--- src/rtl/cpu_pkg.sv ---
// Shared CPU definitions: register-file geometry and writeback grant codes.
// Used by the writeback arbiter, RegisterFile and the hazard unit.
package cpu_pkg;

   localparam int unsigned REG_ADDR_W = 5;
   localparam int unsigned DATA_W     = 32;
   localparam logic [REG_ADDR_W-1:0] REG_ZERO = 5'd0;

   typedef logic [REG_ADDR_W-1:0] reg_addr_t;
   typedef logic [DATA_W-1:0]     data_t;

   typedef enum logic [1:0] {
      GNT_NONE = 2'd0,
      GNT_WB   = 2'd1,
      GNT_BUF  = 2'd2
   } grant_e;

   function automatic logic is_real_reg(input reg_addr_t a);
      return a != REG_ZERO;
   endfunction

endpackage

--- src/rtl/rf_writeback_arbiter_if.sv ---
// Bundle between WB, the long-latency unit, ID and the RegisterFile
// write port, as seen by the writeback arbiter.
interface rf_writeback_arbiter_if;
   import cpu_pkg::*;

   logic      wb_valid;
   reg_addr_t wb_addr;
   data_t     wb_data;
   logic      wb_ready;

   logic      lu_issue;
   reg_addr_t lu_issue_addr;
   logic      lu_req_valid;
   reg_addr_t lu_req_addr;
   data_t     lu_req_data;
   logic      lu_req_ready;

   reg_addr_t read_addr_1;
   reg_addr_t read_addr_2;
   logic      hazard_1;
   logic      hazard_2;

   logic      RegWrite;
   reg_addr_t write_addr;
   data_t     write_data;

   modport master (
      output wb_valid, wb_addr, wb_data,
      output lu_issue, lu_issue_addr,
      output lu_req_valid, lu_req_addr, lu_req_data,
      output read_addr_1, read_addr_2,
      input  wb_ready, lu_req_ready,
      input  hazard_1, hazard_2,
      input  RegWrite, write_addr, write_data
   );

   modport slave (
      input  wb_valid, wb_addr, wb_data,
      input  lu_issue, lu_issue_addr,
      input  lu_req_valid, lu_req_addr, lu_req_data,
      input  read_addr_1, read_addr_2,
      output wb_ready, lu_req_ready,
      output hazard_1, hazard_2,
      output RegWrite, write_addr, write_data
   );

endinterface

--- src/rtl/rf_pending_scoreboard.sv ---
// Tracks registers with an outstanding long-latency write so ID can
// stall their readers; a same-cycle set beats a clear.
module rf_pending_scoreboard
   import cpu_pkg::*;
(
   input  logic      clk,
   input  logic      reset,
   input  logic      set_req,
   input  reg_addr_t set_addr,
   input  logic      clr_en,
   input  reg_addr_t clr_addr,
   input  reg_addr_t read_addr_1,
   input  reg_addr_t read_addr_2,
   output logic      hazard_1,
   output logic      hazard_2
);

   logic [31:1] pending;
   logic [31:1] set_mask;
   logic [31:1] clr_mask;
   logic [31:0] pend_full;
   logic        set_en;

   // Decode set/clear requests into per-register masks.
   always_comb begin
      set_en   = set_req && is_real_reg(set_addr);
      set_mask = '0;
      clr_mask = '0;
      for (int i = 1; i < 32; i++) begin
         set_mask[i] = set_en && (set_addr == 5'(i));
         clr_mask[i] = clr_en && (clr_addr == 5'(i));
      end
   end

   // Pending bits: clear on drain, set on issue, set has priority.
   always_ff @(posedge clk) begin
      if (reset) begin
         pending <= '0;
      end else begin
         pending <= (pending & ~clr_mask) | set_mask;
      end
   end

   // Hazard lookups; $0 maps onto a constant-zero bit.
   always_comb begin
      pend_full = {pending, 1'b0};
      hazard_1  = !reset && pend_full[read_addr_1];
      hazard_2  = !reset && pend_full[read_addr_2];
   end

endmodule

--- src/rtl/rf_writeback_arbiter.sv ---
// Shares the RegisterFile write port between WB and a buffered
// long-latency result, with an anti-starvation force for the buffer.
module rf_writeback_arbiter
   import cpu_pkg::*;
#(
   parameter int unsigned STARVE_LIMIT = 4
)(
   input  logic clk,
   input  logic reset,
   rf_writeback_arbiter_if.slave bus
);

   localparam logic [3:0] LIMIT = 4'(STARVE_LIMIT);

   logic      buf_valid;
   reg_addr_t buf_addr;
   data_t     buf_data;
   logic [3:0] starve_cnt;

   logic   wb_real;
   logic   force_drain;
   logic   lu_accept;
   logic   lu_ready;
   grant_e grant;

   // Pick the port owner: forced buffer, then WB, then idle buffer.
   always_comb begin
      wb_real     = bus.wb_valid && is_real_reg(bus.wb_addr);
      force_drain = buf_valid && (starve_cnt == LIMIT);
      grant       = GNT_NONE;
      if (!reset) begin
         if (force_drain) begin
            grant = GNT_BUF;
         end else if (wb_real) begin
            grant = GNT_WB;
         end else if (buf_valid) begin
            grant = GNT_BUF;
         end
      end
   end

   // Drive the RegisterFile port and the two handshakes.
   always_comb begin
      lu_ready         = !reset && !buf_valid;
      lu_accept        = bus.lu_req_valid && lu_ready;
      bus.lu_req_ready = lu_ready;
      bus.wb_ready     = reset || !force_drain;
      bus.RegWrite     = 1'b0;
      bus.write_addr   = REG_ZERO;
      bus.write_data   = '0;
      unique case (grant)
         GNT_WB: begin
            bus.RegWrite   = 1'b1;
            bus.write_addr = bus.wb_addr;
            bus.write_data = bus.wb_data;
         end
         GNT_BUF: begin
            bus.RegWrite   = 1'b1;
            bus.write_addr = buf_addr;
            bus.write_data = buf_data;
         end
         default: ;
      endcase
   end

   // Buffer occupancy and starvation counter.
   always_ff @(posedge clk) begin
      if (reset) begin
         buf_valid  <= 1'b0;
         starve_cnt <= 4'd0;
      end else if (grant == GNT_BUF) begin
         buf_valid  <= 1'b0;
         starve_cnt <= 4'd0;
      end else if (buf_valid) begin
         if (starve_cnt != LIMIT) begin
            starve_cnt <= starve_cnt + 4'd1;
         end
      end else begin
         starve_cnt <= 4'd0;
         if (lu_accept && is_real_reg(bus.lu_req_addr)) begin
            buf_valid <= 1'b1;
         end
      end
   end

   // Capture the result payload whenever the buffer takes one.
   always_ff @(posedge clk) begin
      if (lu_accept) begin
         buf_addr <= bus.lu_req_addr;
         buf_data <= bus.lu_req_data;
      end
   end

   rf_pending_scoreboard u_sb (
      .clk         (clk),
      .reset       (reset),
      .set_req     (bus.lu_issue),
      .set_addr    (bus.lu_issue_addr),
      .clr_en      (grant == GNT_BUF),
      .clr_addr    (buf_addr),
      .read_addr_1 (bus.read_addr_1),
      .read_addr_2 (bus.read_addr_2),
      .hazard_1    (bus.hazard_1),
      .hazard_2    (bus.hazard_2)
   );

endmodule

--- src/flat_wrapper.sv ---
// flat-port wrapper written by rule: the top's interface ports become plain ports
module rf_writeback_arbiter_flat import cpu_pkg::*;
#(
   parameter int unsigned STARVE_LIMIT = 4
)
  (clk, reset, bus_wb_valid, bus_wb_addr, bus_wb_data, bus_lu_issue, bus_lu_issue_addr, bus_lu_req_valid, bus_lu_req_addr, bus_lu_req_data, bus_read_addr_1, bus_read_addr_2, bus_wb_ready, bus_lu_req_ready, bus_hazard_1, bus_hazard_2, bus_RegWrite, bus_write_addr, bus_write_data);
  rf_writeback_arbiter_if bus_i ();
  input  logic clk;
  input  logic reset;
  input wire logic [$bits(bus_i.wb_valid)-1:0] bus_wb_valid;
  input wire logic [$bits(bus_i.wb_addr)-1:0] bus_wb_addr;
  input wire logic [$bits(bus_i.wb_data)-1:0] bus_wb_data;
  input wire logic [$bits(bus_i.lu_issue)-1:0] bus_lu_issue;
  input wire logic [$bits(bus_i.lu_issue_addr)-1:0] bus_lu_issue_addr;
  input wire logic [$bits(bus_i.lu_req_valid)-1:0] bus_lu_req_valid;
  input wire logic [$bits(bus_i.lu_req_addr)-1:0] bus_lu_req_addr;
  input wire logic [$bits(bus_i.lu_req_data)-1:0] bus_lu_req_data;
  input wire logic [$bits(bus_i.read_addr_1)-1:0] bus_read_addr_1;
  input wire logic [$bits(bus_i.read_addr_2)-1:0] bus_read_addr_2;
  output wire logic [$bits(bus_i.wb_ready)-1:0] bus_wb_ready;
  output wire logic [$bits(bus_i.lu_req_ready)-1:0] bus_lu_req_ready;
  output wire logic [$bits(bus_i.hazard_1)-1:0] bus_hazard_1;
  output wire logic [$bits(bus_i.hazard_2)-1:0] bus_hazard_2;
  output wire logic [$bits(bus_i.RegWrite)-1:0] bus_RegWrite;
  output wire logic [$bits(bus_i.write_addr)-1:0] bus_write_addr;
  output wire logic [$bits(bus_i.write_data)-1:0] bus_write_data;
  assign bus_i.wb_valid = bus_wb_valid;
  assign bus_i.wb_addr = bus_wb_addr;
  assign bus_i.wb_data = bus_wb_data;
  assign bus_i.lu_issue = bus_lu_issue;
  assign bus_i.lu_issue_addr = bus_lu_issue_addr;
  assign bus_i.lu_req_valid = bus_lu_req_valid;
  assign bus_i.lu_req_addr = bus_lu_req_addr;
  assign bus_i.lu_req_data = bus_lu_req_data;
  assign bus_i.read_addr_1 = bus_read_addr_1;
  assign bus_i.read_addr_2 = bus_read_addr_2;
  assign bus_wb_ready = bus_i.wb_ready;
  assign bus_lu_req_ready = bus_i.lu_req_ready;
  assign bus_hazard_1 = bus_i.hazard_1;
  assign bus_hazard_2 = bus_i.hazard_2;
  assign bus_RegWrite = bus_i.RegWrite;
  assign bus_write_addr = bus_i.write_addr;
  assign bus_write_data = bus_i.write_data;
  rf_writeback_arbiter #(.STARVE_LIMIT(STARVE_LIMIT)) u_core (.clk(clk), .reset(reset), .bus(bus_i));
endmodule
--- config.mk ---
export PLATFORM = sky130hd
export DESIGN_NAME = rf_writeback_arbiter_flat
export DESIGN_NICKNAME = d
export VERILOG_FILES = /design/src/rtl/cpu_pkg.sv /design/src/rtl/rf_writeback_arbiter_if.sv /design/src/rtl/rf_pending_scoreboard.sv /design/src/rtl/rf_writeback_arbiter.sv /design/src/flat_wrapper.sv
export SDC_FILE = /design/constraint.sdc
export NUM_CORES = 1
export LEC_CHECK = 0
export CAP_MARGIN = 40
export CORE_MARGIN = 5
export CORE_UTILIZATION = 45
export CTS_CLUSTER_SIZE = 12
export DETAILED_ROUTE_END_ITERATION = 7
export PLACE_DENSITY = 0.89
export SYNTH_ARGS = -nofsm -noshare
export SYNTH_HDL_FRONTEND = slang
export SYNTH_SLANG_ARGS = --single-unit
--- constraint.sdc ---
create_clock -name clk -period 3.9 [get_ports clk]
set_input_delay 0.78 -clock clk [delete_from_list [all_inputs] [get_ports clk]]
set_output_delay 0.78 -clock clk [all_outputs]
set_load 0.02 [all_outputs]
==> results.ini <==
[final_layout]
layout.nets=623
syn_to_final_growth_pct=42.55
final_core_util=0.6545
num_antenna_cells=0
final_common_cell=clkdlybuf4s50_1
drive_above_1_share=0.1566
final_cell_mix=95 x clkdlybuf4s50_1, 53 x nor2_1, 41 x nand2_1, 38 x a22oi_1, 37 x edfxtp_1

[global_routing]
grt_max_degree=39
antenna_found_initial=0
grt_pass1_wl_mm=19.12
grtUsageTotal=0.2435
grt_pass1_vias=3914
gr-total-overflow=0

[worst_setup_path]
timing_worst_setup_path_type=primary input to output port
start_kind=primary input
critPathMaxStageDelay_ps=540
path_cells=clkdlybuf4s50_1 -> or4_1 -> o21ai_2 -> a211oi_1 -> inv_1 -> ha_1 -> buf_4 -> a22oi_1 -> nor2_1 -> clkdlybuf4s15_1
critPathCaptureType=output port
arrival_ps=3080
path_max_fanout=13
worstPathRequired_ps=3120
cpMaxStageDelayCell=or4_1

[routing]
drc=0
via_count=3790
ant_nets=0
drt-total-wl_mm=12.46
viasPerCell=5.969
wl_per_cell_um=19.62
drtPass1Iterations=5
drt_iter0_drc=317

[floorplanning]
dieArea_um2=10220
start_util=0.4592
rows=33
ios=136
coreArea_um2=8134
die_height_um=101.1
die_w_um=101.1

[timing]
slew_headroom=0.5178
fmax_mhz=259.1
hold_viol_final=0
layout_setup_ws_ps=40.32
setup-violations-final=0
worst_pin_slew_ps=721.9
finalCritPeriodShare=0.9897
drv_slew=0
period_needed_ps=3860
rsz0062_at_grt=true
fin_worst_skew_ps=7.566

[pwr]
p_per_area_nw_per_um2=340.4
p_leak_uw=0.001975
peakVddDrop_uv=202.8
finalPower_uw=1812

[clocking]
insertion_delay_ps=360
cts_root_buffer=clkbuf_8
h-tree-depth=3
clockBufferDepth=2
hold_buffers=0
cts_setup_buffers=0
clock-sinks=73
path_clk_slew_ps=80
cts_made_buffers=9
cts_tree=yes

[logic_synthesis]
yosysUniqueCellTypes=38
netlist_instances=384
yosys_warnings=0
synth_seq_cells=73
synth_nets=482
syn_area_per_cell_um2=9.726
synth_area_um2=3735
ys_seq_area_frac=0.4905

[placement]
place_congestion=0.9396
port_buffers=135
dpl.hpwl_mm=9.569
pre_cts_ws_ps=-391.1

[job]
maxCapViolCount=0

[min_path]
min_path_type=register to register

[outcome]
status=finished, final reports clean

-- layout make-up --
type	count	area, um^2
clock buffer	10	127.6
clock inverter	6	82.58
fill	607	2810
inverter	6	22.52
multi-input combinational	278	1757
sequential	73	1832
tap	105	131.4
timing repair buffer	157	1371
-- path summary, 6_finish.rpt --
kind / endpoint / from / cells past startpoint / slack, ps
worst max-delay path: bus_write_data[2] / bus_wb_addr[3] / 10 / 40
worst min-delay path: u_core.u_sb.pending[17] / u_core.u_sb.pending[17] / 2 / 490
worst max register to register: u_core.u_sb.pending[21] / u_core.starve_cnt[0] / 12 / 1160
worst min register to register: u_core.u_sb.pending[17] / u_core.u_sb.pending[17] / 2 / 490
-- synth_stat cells --
cell type,count,area [um^2]
buf_2,2,10.01
edfxtp_1,37,1111
a21oi_2,1,8.760
buf_1,2,7.510
o21ai_0,32,160.2
and3b_1,1,8.760
nand2_1,41,153.9
buf_6,2,22.52
mux4_2,7,157.7
a211oi_1,1,7.510
inv_1,6,22.52
buf_8,1,15.01
o31ai_1,2,15.01
or4_1,2,15.01
xor2_1,2,17.52
a21oi_1,32,160.2
nand2b_1,6,37.54
ha_1,4,50.05
a31oi_1,2,12.51
nor4_1,1,6.260
a221oi_1,1,8.760
nand3_1,8,40.04
clkbuf_1,20,75.07
nor2b_1,8,50.05
nor2_1,53,198.9
xnor2_1,1,8.760
o21ai_1,2,10.01
and3_1,2,12.51
mux2_2,3,33.78
or2_0,1,6.260
mux4_1,3,78.83
nand4_1,2,12.51
mux2i_1,14,140.1
a22oi_1,38,285.3
dfxtp_1,36,720.7
nor3_1,2,10.01
and2_0,1,6.260
nand3b_1,5,37.54
-- cells by family (layout without fill, tap and decap cells) --
| group | after synthesis | count (layout) | share of synthesized area |
|---|---|---|---|
| AO/OA/AOI/OAI | 111 | 111 | 0.1789 |
| XOR/XNOR | 3 | 3 | 0.007036 |
| adder cells (fa/ha/maj) | 4 | 4 | 0.01340 |
| buffers and inverters | 33 | 179 | 0.04087 |
| flip-flops | 73 | 73 | 0.4905 |
| multiplexers | 27 | 27 | 0.1099 |
| AND/OR/NAND/NOR | 133 | 133 | 0.1595 |
-- where the power goes --
group	total (uW)	internal, uW	leakage [uW]	switching, uW
logic	307	154	0.00123	152
registers	849	835	0.000634	13.9
clock network	657	357	0.000108	299
total	1810	1350	0.00197	466
-- routing by layer --
layer	global-route usage	up-vias	share of wire	routed length (um)
met5	0	-	0	0
met4	0.1022	0	0.030	378
met3	0.07612	42	0.12	1507
met2	0.4105	273	0.49	6113
met1	0.2870	1791	0.36	4459
li1	-	1684	-	-
-- state kept, by name, indices dropped and copies added, names as in the netlist --
register and count:
u_core.buf_data 32, u_core.starve_cnt 4, u_core.buf_valid 1, u_core.u_sb.pending 31, u_core.buf_addr 5
-- through the flow --
step           hold slack [ps]  std cells  instance area, um^2  TNS (ps)
3_5_place_dp             478.5        619                 5265    -12030
6_report                 488.3        635                 5324         0
3_3_place_gp             466.6        619                 5265     -8321
4_1_cts                  489.7        635                 5438         0
2_1_floorplan            458.9        384                 3735         0
5_1_grt                  516.8        635                 5324    -147.6
-- critical path, delay by kind of cell --
family                   cells  cell delay, ps
adder cells (fa/ha/maj)      1             190
AND/OR/NAND/NOR              2             640
AO/OA/AOI/OAI                3             390
buffers and inverters        4            1070
-- repair_timing --
action                     in CTS  in global routing
gates resized for setup        45                 71
setup endpoints to repair      38                 38
pin swaps                       0                  0
No activity file was read; power rests on OpenSTA's default activity.
==> RTL change, RTL diff (config.mk and constraints unchanged) <==
The package constant `DATA_W` goes from 32 to 40.
--- a/src/rtl/cpu_pkg.sv
+++ b/src/rtl/cpu_pkg.sv
@@ -5,3 +5,3 @@
    localparam int unsigned REG_ADDR_W = 5;
-   localparam int unsigned DATA_W     = 32;
+   localparam int unsigned DATA_W     = 40;
    localparam logic [REG_ADDR_W-1:0] REG_ZERO = 5'd0;
Ports: changed (resized bus_lu_req_data, bus_wb_data and bus_write_data); port bits go from 136 to 160. No check against the original RTL was run, so the function may have changed too.
==> RTL change against the unedited design <==
  * Utilization rose by 3.1 points
  * Sequential cell count grew 8
  * Total power is 7.6% higher
  * Setup slack worse by 0.019 ns
  * Fmax fell by 0.49%
  * Combinational power increased by 15%
  * Register-to-register slack gained 0.18 ns
  * Final area up 13%
  * Cell count grew 9.0%
  * Count of clock-buffer cells in the layout grew 1
  * Clock skew up 0.0047 ns
  * Area after synthesis up 9.7%
  * Sequential share of layout area shrank 0.071 points
  * Wire length grew 13%
  * Highest routed layer is now met5
==> RTL change: results (changes against the unedited design) <==
* Port Buffers at 159 (was 135)
* RePlAce Congestion at 0.989 (was 0.940)
* Clock Skew at 0.0122 ns (was 0.00757 ns)
* Placed cell area at 5930 sq um (was 5270 sq um)
* Biggest regs: u_core.buf_data: 40 flops, u_core.u_sb.pending: 31 flops, u_core.buf_addr: 5 flops (was u_core.buf_data: 32 flops, u_core.u_sb.pending: 31 flops, u_core.buf_addr: 5 flops)
* Status: finished clean (unchanged)
* Sequential fraction of the synthesis area at 50.6% (was 49.0%)
* Detailed Place HPWL at 10900 um (was 9570 um)
* Via count at 4082 (was 3790)
* First DRT Iteration DRCs at 294 (was 317)
* Post-Layout Cell Count at 692 (was 635)
* Leak at 2.21 nW (was 1.97 nW)
* Arrival @ worst endpoint at 3.10 ns (was 3.08 ns)
* Leading register cell type out of synthesis: edfxtp_1 (unchanged)
* Post-synthesis mux area share at 9.47% (was 11.0%)
* Post-Synth Adder-Cell Area at 1.22% (was 1.34%)
* Compound-gate portion of the synthesized area at 18.0% (was 17.9%)
* Synth cell types at 39 (was 38)
* Async SR Flop Fraction at 0% (unchanged)
* Crit path max fanout at 28 (was 13)
* Initial antenna violation count at 1 (was 0)
* Synth top cells by count: nor2_1, a22oi_1, edfxtp_1 (was nor2_1, nand2_1, a22oi_1)
* # H-tree levels at 3 (unchanged)
* Antenna diodes at 0 (unchanged)
* Largest net degree at the start of global routing at 46 (was 39)
* Synth top area cells: edfxtp_1, dfxtp_1, a22oi_1 (unchanged)
* Post-Synthesis Net Count at 530 (was 482)
* Global-route wire length before repair at 21600 um (was 19100 um)
* DP Cell Count at 676 (was 619)
* Global Route Usage Sum at 24.7% (was 24.4%)
* Post-Syn Instances at 416 (was 384)
* Share of cells above drive strength 1 at 16.3% (was 15.7%)
* Worst Max-Slew Pin Slew at 0.709 ns (was 0.722 ns)
* EDFF count, synth at 45 (was 37)
* XOR/XNOR share of the synthesized area at 0.641% (was 0.704%)
* Max IR drop VDD at 0.240 mV (was 0.203 mV)
* Final wirelength at 14000 um (was 12500 um)
* Pre-CTS WS at -0.378 ns (was -0.391 ns)
RTL change: path summary, 6_finish.rpt:
kind	slack (ns)	startpoint	endpoint	depth (start not counted)
worst max-delay path	0.02	bus_wb_addr[2]	bus_write_data[31]	9
worst min-delay path	0.48	u_core.u_sb.pending[6]	u_core.u_sb.pending[6]	2
worst max register to register	1.34	u_core.starve_cnt[0]	u_core.u_sb.pending[15]	11
worst min register to register	0.48	u_core.u_sb.pending[6]	u_core.u_sb.pending[6]	2
RTL change: cell type report:
| cell class | instances | area (sq um) |
|---|---|---|
| fill | 603 | 2770 |
| sequential | 81 | 2070 |
| multi-input combinational | 297 | 1890 |
| timing repair buffer | 184 | 1710 |
| clock buffer | 11 | 143 |
| tap | 108 | 135 |
| clock inverter | 5 | 62.6 |
| inverter | 6 | 22.5 |
RTL change: cell families after synthesis:
logic type / after synthesis
AOI/OAI and AO/OA: 119
xor gates and xnor gates: 3
adders and majority gates: 4
buffers and inverters: 38
DFF: 81
muxes: 25
and+or+nand+nor: 146
RTL change: timing repair:
action / 4_1_cts / 5_1_grt
endpoints found under the setup margin: 45 / 46
pin swaps: 0 / 1
hold endpoints to repair: 0 / 0
resized for setup: 85 / 49
RTL change: per-layer routing:
metal,up-vias,share of wire [%],global-route usage [%]
met3,50,9.6,6.85
met5,-,0.078,0
met2,252,51,43.7
met1,1928,36,27.8
met4,2,3.8,11.0
li1,1850,-,-
RTL change: worst max-delay path: stages:
cell and delay, ns:
clkdlybuf4s50_1 0.47, or4_1 0.53, o21ai_2 0.18, o21ai_1 0.12
ha_2 0.23, buf_12 0.17, a22oi_1 0.27, nor2_1 0.07
clkdlybuf4s15_2 0.26
RTL change: through the flow:
step,total power [mW],utilization [%],hold slack (ns)
3_5_place_dp,1.33,67.3,0.477
4_1_cts,1.95,69.6,0.489
3_3_place_gp,1.32,67.0,0.471
6_report,1.95,68.5,0.485
2_1_floorplan,1.11,-,0.459
5_1_grt,2.01,68.5,0.511
RTL change: where the power goes:
group / internal, mW / total, mW / switching [mW]
sequential: 0.935 / 0.952 / 0.0174
combinational: 0.185 / 0.354 / 0.169
clock: 0.321 / 0.643 / 0.322
